`src/rtl/stream_demux_pkg.sv`:
```
// Shared constants and helpers for the registered 1-to-N stream demultiplexer.
package stream_demux_pkg;

  localparam int DEMUX_DATA_W = 8;
  localparam int DEMUX_N_CH   = 4;

  localparam int                   ERR_CNT_W   = 8;
  localparam logic [ERR_CNT_W-1:0] ERR_CNT_MAX = '1;

  // Saturating increment for the out-of-range beat counter.
  function automatic logic [ERR_CNT_W-1:0] sat_inc(input logic [ERR_CNT_W-1:0] cnt);
    return (cnt == ERR_CNT_MAX) ? cnt : cnt + 1'b1;
  endfunction

endpackage

```
`src/rtl/stream_demux_n_out_reg.sv`:
```
// One-entry valid/data holding register for a single demux output channel.
module demux_out_reg
  import stream_demux_pkg::*;
#(
  parameter int DATA_W = DEMUX_DATA_W
) (
  input  logic              clk,
  input  logic              rst,
  input  logic              load,
  input  logic [DATA_W-1:0] load_data,
  input  logic              ready,
  output logic              valid,
  output logic [DATA_W-1:0] data,
  output logic              free
);

  logic              valid_reg;
  logic [DATA_W-1:0] data_reg;

  // A load only arrives while the slot is free, so it may overwrite a beat
  // that is draining on the same edge without losing anything.
  always_ff @(posedge clk) begin
    if (rst) begin
      valid_reg <= 1'b0;
      data_reg  <= '0;
    end else if (load) begin
      valid_reg <= 1'b1;
      data_reg  <= load_data;
    end else if (valid_reg && ready) begin
      valid_reg <= 1'b0;
    end
  end

  assign valid = valid_reg;
  assign data  = data_reg;
  assign free  = !valid_reg || ready;

endmodule

```
`src/rtl/stream_demux_n.sv`:
```
// Registered 1-to-N valid/ready stream demultiplexer with broadcast mode and
// out-of-range select detection.
module stream_demux_n
  import stream_demux_pkg::*;
#(
  parameter int DATA_W = DEMUX_DATA_W,
  parameter int N_CH   = DEMUX_N_CH,
  parameter int SEL_W  = $clog2(N_CH)
) (
  input  logic                   clk,
  input  logic                   rst,
  input  logic                   in_valid,
  output logic                   in_ready,
  input  logic [DATA_W-1:0]      in_data,
  input  logic [SEL_W-1:0]       in_sel,
  input  logic                   in_bcast,
  output logic [N_CH-1:0]        out_valid,
  input  logic [N_CH-1:0]        out_ready,
  output logic [N_CH*DATA_W-1:0] out_data,
  output logic                   err_sel,
  output logic [ERR_CNT_W-1:0]   err_cnt
);

  localparam logic [SEL_W:0] N_CH_LIM = (SEL_W + 1)'(N_CH);

  logic [N_CH-1:0] ch_hit;
  logic [N_CH-1:0] ch_free;
  logic [N_CH-1:0] ch_load;
  logic            sel_in_range;
  logic            sel_free;
  logic            accept;
  logic            discard;

  logic                 err_sel_reg;
  logic [ERR_CNT_W-1:0] err_cnt_reg;

  // Always true when N_CH is a power of two.
  assign sel_in_range = ({1'b0, in_sel} < N_CH_LIM);

  genvar gi;
  generate
    for (gi = 0; gi < N_CH; gi++) begin : g_ch
      assign ch_hit[gi]  = sel_in_range && (in_sel == SEL_W'(gi));
      assign ch_load[gi] = accept && (in_bcast || ch_hit[gi]);

      demux_out_reg #(
        .DATA_W(DATA_W)
      ) u_out_reg (
        .clk      (clk),
        .rst      (rst),
        .load     (ch_load[gi]),
        .load_data(in_data),
        .ready    (out_ready[gi]),
        .valid    (out_valid[gi]),
        .data     (out_data[gi*DATA_W +: DATA_W]),
        .free     (ch_free[gi])
      );
    end
  endgenerate

  // in_ready never looks at in_valid, keeping the handshake free of loops.
  always_comb begin
    sel_free = |(ch_free & ch_hit);
    if (rst) begin
      in_ready = 1'b0;
    end else if (in_bcast) begin
      in_ready = &ch_free;
    end else if (sel_in_range) begin
      in_ready = sel_free;
    end else begin
      in_ready = 1'b1;
    end
  end

  assign accept  = in_valid && in_ready;
  assign discard = accept && !in_bcast && !sel_in_range;

  always_ff @(posedge clk) begin
    if (rst) begin
      err_sel_reg <= 1'b0;
      err_cnt_reg <= '0;
    end else begin
      err_sel_reg <= discard;
      if (discard) begin
        err_cnt_reg <= sat_inc(err_cnt_reg);
      end
    end
  end

  assign err_sel = err_sel_reg;
  assign err_cnt = err_cnt_reg;

endmodule

```
`config.mk`:
```
export PLATFORM = sky130hd
export DESIGN_NAME = stream_demux_n
export DESIGN_NICKNAME = d
export VERILOG_FILES = /design/src/rtl/stream_demux_pkg.sv /design/src/rtl/stream_demux_n_out_reg.sv /design/src/rtl/stream_demux_n.sv
export SDC_FILE = /design/constraint.sdc
export NUM_CORES = 1
export LEC_CHECK = 0
export ABC_AREA = 1
export CAP_MARGIN = 20
export CORE_ASPECT_RATIO = 0.8
export CORE_UTILIZATION = 40
export DETAILED_ROUTE_END_ITERATION = 6
export PLACE_DENSITY = 0.78
export SYNTH_ARGS = -nofsm -noshare
export SYNTH_HDL_FRONTEND = slang
export SYNTH_HIERARCHICAL = 1
export SYNTH_SLANG_ARGS = --single-unit
```
`constraint.sdc`:
```
create_clock -name clk -period 1.8 [get_ports clk]
set_input_delay 0.36 -clock clk [delete_from_list [all_inputs] [get_ports clk]]
set_output_delay 0.36 -clock clk [all_outputs]
set_load 0.01 [all_outputs]
```
==> flow_metrics.py, run 1 <==
metrics = {
    "timing": {
        "setup_viol": 0,
        "final_hold_viol_count": 0,
        "finalCritPeriodShare_pct": 97.5,
        "final.setup_skew_ns": 0.00552,
        "rsz0062_at_grt": "yes",
        "slew_viol_final": 0,
        "max_freq_ghz": 0.570,
        "tns_ns": 0,
        "period_needed_ns": 1.75,
    },
    "logic_synthesis": {
        "ys_seq_elements": 36,
        "syn-cell-area_um2": 1420,
        "avgSynthCellArea_um2": 7.45,
        "ys_seq_area_share_pct": 50.9,
        "ys_warn_count": 6,
        "synthCells": 190,
        "synth_cell_type_count": 14,
    },
    "die": {
        "initial_utilization_pct": 43.9,
        "io_pins": 64,
        "rows": 18,
        "die_w_um": 68.5,
        "die_y_um": 55.2,
        "core-area_um2": 3220,
        "die_area_um2": 3780,
    },
    "power": {
        "ir_worst_vdd_v": 0.000548,
        "total_power_mw": 1.89,
        "power_density_nw_per_um2": 854,
        "p_leak_nw": 1.03,
    },
    "detailed_routing": {
        "drt_iter0_markers": 111,
        "wl_per_cell_um": 11.7,
        "via_count": 1455,
        "ant_nets": 0,
        "drt_pass1_iterations": 4,
        "viasPerCell": 4.69,
        "wirelength_um": 3620,
        "drc": 0,
    },
    "layout": {
        "antenna_cells": 0,
        "seq_area_um2": 721,
        "largest_register_ffs": 32,
        "syn_to_final_growth_pct": 56.4,
        "fin_util_pct": 68.7,
        "finalNonFillerCells": 310,
        "fill_cells": 258,
        "fin_area_um2": 2210,
        "drive_gt1_share_pct": 15.2,
        "multiInputGateArea_um2": 604,
        "nets": 287,
    },
    "cts": {
        "cts_tree": "done",
        "root_buffer": "clkbuf_8",
        "hold_buffers": 0,
        "cts_max_level": 2,
        "clk_pin_slew_ns": 0.07,
        "insertion_delay_ns": 0.29,
        "clock_path_buffers": 2,
        "clock_sinks": 36,
        "cts_made_buffers": 5,
    },
    "placed_design": {
        "io_buffer_count": 54,
        "dpl_cell_area_um2": 2100,
        "dpl.hpwl_um": 2610,
        "gp_congestion": 0.813,
        "place_inst": 300,
    },
    "hold_path": {
        "hold_class": "flip-flop to flip-flop",
        "whs_path_depth": 2,
    },
    "global_route": {
        "grt_overflow": 0,
        "grt_pass1_vias": 1278,
        "grtUsageTotal_pct": 20.7,
        "antenna_found_initial": 0,
        "grt_max_degree": 12,
        "grt_pass1_wl_um": 5780,
    },
    "setup_path": {
        "timing_worst_setup_path_type": "input pin to output port",
        "crit_path_start_kind": "input pin",
        "crit_path_end_kind": "output port",
        "arrival_ns": 1.39,
        "critPathMaxFanout": 3,
        "ff2ff_setup_slack_ns": 0.15,
        "r2r.worst_path.cells": 11,
        "crit_required_ns": 1.44,
    },
    "run": {
        "drv_cap": 0,
    },
    "outcome": {
        "status": "completed",
    },
}
power by group:
group	total [mW]	internal, mW	switching (mW)
combinational	0.326	0.168	0.158
sequential	0.873	0.847	0.0261
clock	0.690	0.411	0.280
total	1.89	1.43	0.464
critical path, cell delays in order:
cell and delay, ns:
clkdlybuf4s50_1 0.52, inv_1 0.06, nor2_1 0.13, nor2_2 0.06
and2_1 0.13, buf_2 0.13
layer usage:
| metal | GRT usage [%] | vias up | share of wire [%] |
|---|---|---|---|
| met5 | 0 | - | 0 |
| met4 | 8.04 | 0 | 1.0 |
| met3 | 5.37 | 3 | 6.7 |
| met2 | 28.2 | 54 | 41 |
| met1 | 30.6 | 656 | 51 |
| li1 | - | 742 | - |
synthesized netlist by cell type:
| library cell | n | area (um2) |
|---|---|---|
| a21oi_1 | 3 | 15.0 |
| a21oi_2 | 5 | 43.8 |
| and2_1 | 1 | 6.26 |
| buf_4 | 9 | 67.6 |
| conb_1 | 1 | 3.75 |
| dfxtp_1 | 36 | 721 |
| inv_1 | 12 | 45.0 |
| inv_2 | 4 | 15.0 |
| nand2_1 | 9 | 33.8 |
| nand3_1 | 2 | 10.0 |
| nand3_2 | 1 | 10.0 |
| nor2_1 | 74 | 278 |
| nor2_2 | 1 | 6.26 |
| o21ai_0 | 32 | 160 |
metrics by stage:
stage / hold WS (ns) / setup WS, ns
after floorplan: 0.422 / 0.258
after global placement: 0.476 / -0.445
after detailed placement: 0.486 / -0.478
after CTS: 0.502 / 0.0460
after global routing: 0.529 / -0.0133
final: 0.497 / 0.0454
logic make-up (layout without fill, tap and decap cells):
group           after synthesis  count (layout)  synth area share (%)
simple gates                 88              88                  24.3
other cells                   1               9                 0.265
compound gates               40              40                  15.5
buf+inv                      25              97                  9.02
flops                        36              36                  50.9
cells in the final DEF, fill, tap and decap left out:
cell / n
buf_2: 1
nor2_1: 74
clkbuf_1: 1
nand2_2: 3
clkbuf_8: 5
dfxtp_1: 36
dlygate4sd2_1: 6
bufinv_16: 1
nor2_2: 1
buf_4: 19
clkinv_2: 1
a21oi_2: 5
nand3_2: 1
nand2_1: 6
inv_2: 4
inv_1: 12
and2_1: 1
conb_1: 9
nand3_1: 2
a21oi_1: 3
o21ai_0: 32
clkdlybuf4s50_1: 47
path summary, 6_finish.rpt:
| check | startpoint | endpoint |
|---|---|---|
| worst max-delay path | in_bcast | in_ready |
| worst max register to register | g_ch[0].u_out_reg/valid | g_ch[1].u_out_reg/data[2] |
| worst min-delay path | g_ch[2].u_out_reg/data[2] | g_ch[2].u_out_reg/data[2] |
| worst min register to register | g_ch[2].u_out_reg/data[2] | g_ch[2].u_out_reg/data[2] |
cell type report:
| class | count | area share [%] |
|---|---|---|
| clock buffers | 6 | 3.28 |
| clock inverters | 2 | 1.58 |
| inverters | 16 | 2.71 |
| multi-input cells | 137 | 27.3 |
| flip-flops and latches | 36 | 32.6 |
| well taps | 40 | 2.26 |
| repair buffers | 73 | 30.3 |
timing repair:
item	4_1_cts	5_1_grt
gates resized for setup	13	0
setup endpoints to repair	16	3
setup buffers	2	0
pin swaps	6	0
Power figures use the tool's default switching activity.
==> run 2, diff against run 1 <==
--- a/config.mk
+++ b/config.mk
@@ -11,6 +11,7 @@
 export CORE_UTILIZATION = 40
 export DETAILED_ROUTE_END_ITERATION = 6
 export PLACE_DENSITY = 0.78
+export SLEW_MARGIN = 10
 export SYNTH_ARGS = -nofsm -noshare
 export SYNTH_HDL_FRONTEND = slang
 export SYNTH_HIERARCHICAL = 1
==> results of run 2 <==
Same layout as run 1: the final DEF is identical, and so are final timing and power.
